==> src/rtl/stack_load_ctrl.sv <==
// Load sequencer: reads count words from memory starting at base_addr and pushes
// each one into the LIFO/FIFO stage, reporting completion, overflow and mode errors.
module stack_load_ctrl #(
   parameter int ADDR_W    = 8,
   parameter int MEM_DEPTH = 8,
   parameter int CNT_W     = 4
) (
   input  logic              clk,
   input  logic              reset,
   input  logic              start,
   input  logic [ADDR_W-1:0] base_addr,
   input  logic [CNT_W-1:0]  count,
   input  logic [1:0]        mode,
   input  logic              full,
   output logic              mem_valid,
   output logic              mem_r_w,
   output logic [ADDR_W-1:0] mem_addr,
   output logic [1:0]        opcode,
   output logic              busy,
   output logic              done,
   output logic              overflow,
   output logic              mode_err,
   output logic [CNT_W-1:0]  xfer_cnt
);

   typedef enum logic [1:0] {
      IDLE = 2'd0,
      READ = 2'd1,
      PUSH = 2'd2,
      DONE = 2'd3
   } state_t;

   localparam logic [1:0]        OP_NIMIC = 2'd0;
   localparam logic [1:0]        OP_PUSH  = 2'd1;
   localparam logic [ADDR_W-1:0] DEPTH    = ADDR_W'(MEM_DEPTH);

   state_t            state, state_nx;
   logic [ADDR_W-1:0] addr;
   logic [CNT_W-1:0]  remaining;
   logic              mode_ok;

   function automatic logic [ADDR_W-1:0] wrap_addr(input logic [ADDR_W-1:0] a);
      return a % DEPTH;
   endfunction

   function automatic logic [ADDR_W-1:0] next_addr(input logic [ADDR_W-1:0] a);
      if (a >= DEPTH - 1'b1)
         return '0;
      else
         return a + 1'b1;
   endfunction

   assign mode_ok  = (mode == 2'd1) || (mode == 2'd2);
   assign mem_r_w  = 1'b0;
   assign mem_addr = addr;

   always_ff @(posedge clk or posedge reset) begin
      if (reset)
         state <= IDLE;
      else
         state <= state_nx;
   end

   always_comb begin
      state_nx  = state;
      mem_valid = 1'b0;
      opcode    = OP_NIMIC;
      busy      = 1'b1;
      done      = 1'b0;
      case (state)
         IDLE: begin
            busy = 1'b0;
            if (start) begin
               if (!mode_ok || count == '0)
                  state_nx = DONE;
               else
                  state_nx = READ;
            end
         end
         READ: begin
            mem_valid = 1'b1;
            // full already includes the push made just before this read
            state_nx  = full ? DONE : PUSH;
         end
         PUSH: begin
            opcode   = OP_PUSH;
            state_nx = (remaining == CNT_W'(1)) ? DONE : READ;
         end
         DONE: begin
            done     = 1'b1;
            state_nx = IDLE;
         end
         default: state_nx = IDLE;
      endcase
   end

   always_ff @(posedge clk or posedge reset) begin
      if (reset) begin
         addr      <= '0;
         remaining <= '0;
         xfer_cnt  <= '0;
         overflow  <= 1'b0;
         mode_err  <= 1'b0;
      end else begin
         case (state)
            IDLE: begin
               if (start) begin
                  addr      <= wrap_addr(base_addr);
                  remaining <= count;
                  xfer_cnt  <= '0;
                  overflow  <= 1'b0;
                  mode_err  <= !mode_ok;
               end
            end
            READ: begin
               if (full)
                  overflow <= 1'b1;
            end
            PUSH: begin
               addr      <= next_addr(addr);
               remaining <= remaining - 1'b1;
               xfer_cnt  <= xfer_cnt + 1'b1;
            end
            default: ;
         endcase
      end
   end

endmodule

==> config.mk <==
export PLATFORM = sky130hd
export DESIGN_NAME = stack_load_ctrl
export DESIGN_NICKNAME = d
export VERILOG_FILES = /design/src/rtl/stack_load_ctrl.sv
export SDC_FILE = /design/constraint.sdc
export NUM_CORES = 1
export LEC_CHECK = 0
export CAP_MARGIN = 0
export CORE_MARGIN = 1
export CORE_UTILIZATION = 43
export DETAILED_ROUTE_END_ITERATION = 12
export PLACE_DENSITY_LB_ADDON = 0.2
export SYNTH_ARGS = -nofsm -noshare
export SYNTH_HDL_FRONTEND = slang
export SYNTH_SLANG_ARGS = --single-unit
==> constraint.sdc <==
create_clock -name clk -period 1.9 [get_ports clk]
set_input_delay 0.19 -clock clk [delete_from_list [all_inputs] [get_ports clk]]
set_output_delay 0.19 -clock clk [all_outputs]
set_load 0.03 [all_outputs]
==> results of run 1 <==
-- where the power goes --
part | leakage, nW | internal [W] | total [W] | switching [W]
logic | 0.390 | 0.000552 | 0.00125 | 0.000697
clock network | 0.0210 | 0.000117 | 0.000256 | 0.000139
registers | 0.252 | 0.000585 | 0.000787 | 0.000202
-- kinds of logic (layout without fill, tap and decap cells) --
logic type / count (synthesis) / in the layout / share of synthesized area (%)
other cells: 1 / 2 / 0.357
fa+ha+maj: 4 / 4 / 4.76
buf+inv: 15 / 48 / 6.43
xor+xnor: 1 / 1 / 0.833
flops: 20 / 20 / 47.6
compound gates: 29 / 29 / 19.0
mux: 3 / 3 / 2.98
simple gates: 36 / 36 / 18.0
-- worst reg2reg max path: cells and delay by family (launching register included) --
family	cells	cell delay, ps
AOI/OAI and AO/OA	1	290
DFF	1	460
muxes	1	370
and+or+nand+nor	1	270
-- per-layer routing --
metal | vias up | global-route usage [%]
met2 | 39 | 35.1
met4 | 0 | 10.8
met3 | 5 | 6.55
li1 | 450 | -
met5 | - | 0
met1 | 439 | 28.5
-- final cells by class --
type | count | area (sq um) | share of cell area [%]
inverters | 9 | 33.8 | 2.37
well taps | 28 | 35.0 | 2.46
multi-input cells | 75 | 487 | 34.1
flip-flops and latches | 20 | 502 | 35.2
clock buffers | 4 | 36.3 | 2.54
repair buffers | 35 | 333 | 23.3
-- layout by cell type (no fill, tap or decap), types with 3 or more instances in the layout --
master,netlist,final
clkdlybuf4s50_1,0,26
dfrtp_1,20,19
nand2_1,9,9
inv_1,8,8
nor2_1,6,6
a21oi_1,5,5
o21ai_0,5,5
buf_4,2,5
o22ai_1,4,4
ha_1,4,4
dlygate4sd2_1,0,4
and2_1,3,3
nand2b_1,3,3
nand3_1,3,3
clkbuf_4,0,3
-- final timing paths --
check | from | slack (ps) | depth (start not counted) | endpoint
min | reset | 200 | 3 | mem_addr[3]
max | state[0] | 130 | 3 | opcode[0]
max in group asynchronous | reset | 1480 | 3 | state[1]
min reg2reg | xfer_cnt[3] | 510 | 1 | xfer_cnt[3]
max reg2reg | remaining[0] | 420 | 3 | remaining[3]
min in group clk | full | 460 | 3 | state[0]
-- flip-flops by register name (all words and copies together) (netlist names) --
name       cells
mem_addr       8
remaining      4
xfer_cnt       4
state          2
mode_err       1
overflow       1
-- timing repair --
action | 4_1_cts | 5_1_grt
hold endpoints to repair | 0 | 0
gates resized for setup | 5 | 0
setup endpoints to repair | 4 | 0
-- metrics by stage --
stage          power (W)  setup WS (ps)  hold WS (ps)  area, sq um
6_report         0.00229            135           197         1430
3_3_place_gp     0.00202            216           457         1390
4_1_cts          0.00230            119           196         1430
2_1_floorplan    0.00159            560           154         1050
3_5_place_dp     0.00207            200           493         1390
5_1_grt          0.00249           42.7           263         1430
==> results.yml, run 1 <==
global_routing:
  grt_max_degree: 21
  grt_pass1_vias: 962
  grtUsageTotal_pct: 22.6
  grt_pass1_wl_mm: 4.31
  antenna_found_initial: 0
  grt-ovfl-total: 0
detailed_routing:
  first_pass_iters: 4
  routed.top_layer: "met4"
  avgRoutedWirePerCell_um: 14.4
  vias: 933
  first_iter_violations: 25
  finalWirelength_mm: 2.46
  drc: 0
  final_antenna_net_count: 0
  met1_length_mm: 1.08
  routed_via_density: 5.46
  wl_met3_um: 141
  met2_length_mm: 1.19
critical_path:
  crit_required_ps: 1710
  arrival_ps: 1580
  cp-end-kind: "primary output"
  crit_buf_inv: 2
  cpMaxStageDelayCell: "dfrtp_1"
  critPathKind: "reg -> out"
  path_cells: "nand2b_1, inv_2, dlygate4sd2_1"
  critical-path-top-delay-family: "flip-flops"
  path_max_fanout: 11
  cpPeakStageDelay_ps: 490
  worstSetupStartpointType: "register"
yosys:
  synth_top_area_share_pct: 47.6
  synthTopCellsByCount: "dfrtp_1, nand2_1, inv_1"
  synth.distinct_cells: 40
  async_flop_share_pct: 100
  ys_ff_latch: 20
  synth_enable_flop_cells: 0
  netlist_instances: 109
  ys_seq_area_share_pct: 47.6
  yosysWarningCount: 0
  yosys.area.top_type: "dfrtp_1"
  netlist_area_sq_um: 1050
  synthTopCellsByArea: "dfrtp_1, ha_1, nand2_1, inv_1, a21oi_1"
  synthFlopType: "dfrtp_1"
  postSynthAreaPerCell_sq_um: 9.64
  yosysMostFrequentCell: "dfrtp_1"
floorplan:
  dieArea_sq_um: 2650
  io_pins: 38
  die_x_um: 51.4
  initial_utilization_pct: 46.6
  rows: 17
  die_h_um: 51.4
  core_area_sq_um: 2250
timing:
  timing.final.hold_violations: 0
  rsz0062_at_grt: "false"
  slew_viol_final: 0
  skew_ps: 1.33
  setup_viol: 0
  period_minus_slack_ps: 1770
  fin_crit_sh_pct: 92.9
  fmax_ghz: 0.567
  fin_setup_tns_ps: 0
min_path:
  hp-class: "in -> async"
clock_tree:
  cts_root_buffer: "clkbuf_4"
  cts_tree: "yes"
  clk_latency_ps: 310
  cts_setup_buffers: 0
  cts.sinks: 20
  clockBufferDepth: 2
  cts_buffers: 3
  htreeDepth: 1
  clkTransAtPathRegs_ps: 110
  holdBufCountCts: 0
layout:
  post-route-util_pct: 63.3
  syn_to_final_growth_pct: 35.7
  finalNetCount: 166
  fill_cells: 200
  stdcell_count: 171
  n_antenna_cell: 0
  drive_gt1_share_pct: 11.2
place:
  dp_hpwl_mm: 1.80
  gp_congestion: 0.784
  dp_cells: 167
  port_buffers: 30
power_and_ir_drop:
  leakage_nw: 0.663
  p_per_area_nw_per_um2: 1610
  peakVddDrop_uv: 855
flow_run:
  max_cap_violations: 0
outcome:
  outcome: "finished clean"
(Power assumes the default switching activity.)
==> inputs of run 2 (changes only) <==
CAP_MARGIN = 20   (was 0)
==> results of run 2 <==
Final layout, timing and power as in run 1 (identical DEF).
==> inputs of run 3 (changes only) <==
CORE_UTILIZATION = 45   (was 43)
CTS_BUF_LIST = sky130_fd_sc_hd__clkbuf_8   (was unset)
==> run 3 against run 2 <==
Effect of this change:
- maximum frequency is 2.3% higher
- utilization increased by 2.4 points
- register-to-register slack got worse by 80 ps
- die area fell by 4.3%
- critical endpoint is now busy
==> results.yml, run 3 (synthesis results as in run 1) <==
critical_path:
  critPathKind: "reg -> out"
  path_cells: "buf_4, or2_2, dlygate4sd2_1"
  cpMaxStageDelayCell: "dfrtp_1"
  arrival_ps: 1540
  worstSetupStartpointType: "register"
  cp-startpoint: "state[0]"
  reg2reg_from: "remaining[0]"
  cpPeakStageDelay_ps: 440
  crit_buf_inv: 2
  crit_required_ps: 1710
  cp-end-kind: "primary output"
  path_max_fanout: 10
  critical-path-top-delay-family: "buffers and inverters"
place:
  gp_congestion: 0.768
  port_buffers: 30
  dp_hpwl_mm: 1.79
power_and_ir_drop:
  peakVddDrop_uv: 957
  leakage_nw: 0.673
  p_per_area_nw_per_um2: 1700
layout:
  syn_to_final_growth_pct: 38.2
  drive_gt1_share_pct: 9.86
  largest_register_ffs: 8
  layout_common_cells: "clkdlybuf4s50_1, dfrtp_1, nand2_1, inv_1, nor2_1"
  layout_commonest_cell: "clkdlybuf4s50_1"
  finalNetCount: 165
  fill_cells: 182
  n_antenna_cell: 0
timing:
  fin_setup_tns_ps: 0
  fmax_ghz: 0.580
  setup_viol: 0
  rsz0062_at_grt: "false"
  period_minus_slack_ps: 1730
  hold_ws_ps: 255
  skew_ps: 0.985
  fin_crit_sh_pct: 90.8
  slew_viol_final: 0
  timing.final.hold_violations: 0
floorplan:
  io_pins: 38
  die_h_um: 50.3
  dieArea_sq_um: 2530
  initial_utilization_pct: 47.5
  die_x_um: 50.3
  rows: 17
  core_area_sq_um: 2210
detailed_routing:
  first_pass_iters: 4
  routed_via_density: 5.61
  finalWirelength_mm: 2.50
  avgRoutedWirePerCell_um: 14.7
  vias: 953
  drc: 0
  final_antenna_net_count: 0
  first_iter_violations: 23
clock_tree:
  htreeDepth: 1
  clk_latency_ps: 250
  cts.sinks: 20
  cts_tree: "yes"
  clkTransAtPathRegs_ps: 70
  clockBufferDepth: 2
  holdBufCountCts: 0
  cts_setup_buffers: 0
  cts_buffers: 3
  ctsResizeCount: 4
  cts_root_buffer: "clkbuf_8"
global_routing:
  antenna_found_initial: 0
  grt_max_degree: 21
  grt_pass1_vias: 930
  grtUsageTotal_pct: 22.1
  grt_pass1_wl_mm: 4.15
  grt-ovfl-total: 0
outcome:
  outcome: "finished clean"
flow_run:
  max_cap_violations: 0
min_path:
  hp-class: "in -> async"
-- run 3: cell count changes in the layout (fill, tap and decap cells not counted), sizes merged --
cell,delta
bufinv,+1
buf,-1
clkbuf,-1
-- run 3: tightest hold or removal path: stages --
cell and delay (ps):
clkdlybuf4s50_1 390, inv_1 50, buf_4 250
-- run 3: report_power, final --
part           switching [W]  leakage (nW)  total [W]  internal (W)
Clock               0.000137        0.0357   0.000418      0.000281
Sequential          0.000186         0.253   0.000770      0.000584
Combinational       0.000734         0.385    0.00128      0.000541
-- run 3: stage by stage --
stage / cell area [sq um] / cells / total power [W] / setup slack, ps / util [%]
2_1_floorplan: 1050 / 110 / 0.00159 / 560 / -
3_3_place_gp: 1390 / 166 / 0.00201 / 231 / 62.7
3_5_place_dp: 1390 / 166 / 0.00206 / 203 / 62.7
4_1_cts: 1450 / 170 / 0.00247 / 174 / 65.7
5_1_grt: 1450 / 170 / 0.00263 / 103 / 65.7
6_report: 1450 / 170 / 0.00246 / 175 / 65.7
-- run 3: final timing paths --
| path | endpoint | slack (ps) | cells after the start |
|---|---|---|---|
| max in group asynchronous | mem_addr[4] | 1440 | 3 |
| worst max-delay path | busy | 170 | 3 |
| worst min-delay path | xfer_cnt[3] | 250 | 3 |
| worst min register to register | overflow | 490 | 2 |
| worst max register to register | remaining[3] | 340 | 3 |
| min in group clk | overflow | 490 | 2 |
-- run 3: per-layer routing --
metal / GRT usage, % / share of wire, % / vias to the layer above
met2: 34.7 / 49 / 29
met3: 4.55 / 4.1 / 6
li1: - / - / 451
met1: 28.8 / 45 / 467
met5: 0 / 0 / -
met4: 11.1 / 1.7 / 0
-- run 3: layout make-up --
type / instances / area (sq um) / area share [%]
clock inverter: 1 / 30.0 / 2.07
timing repair buffer: 34 / 325 / 22.4
sequential: 20 / 500 / 34.5
tap: 28 / 35.0 / 2.41
clock buffer: 3 / 41.3 / 2.84
inverter: 9 / 33.8 / 2.33
multi-input combinational: 75 / 487 / 33.5
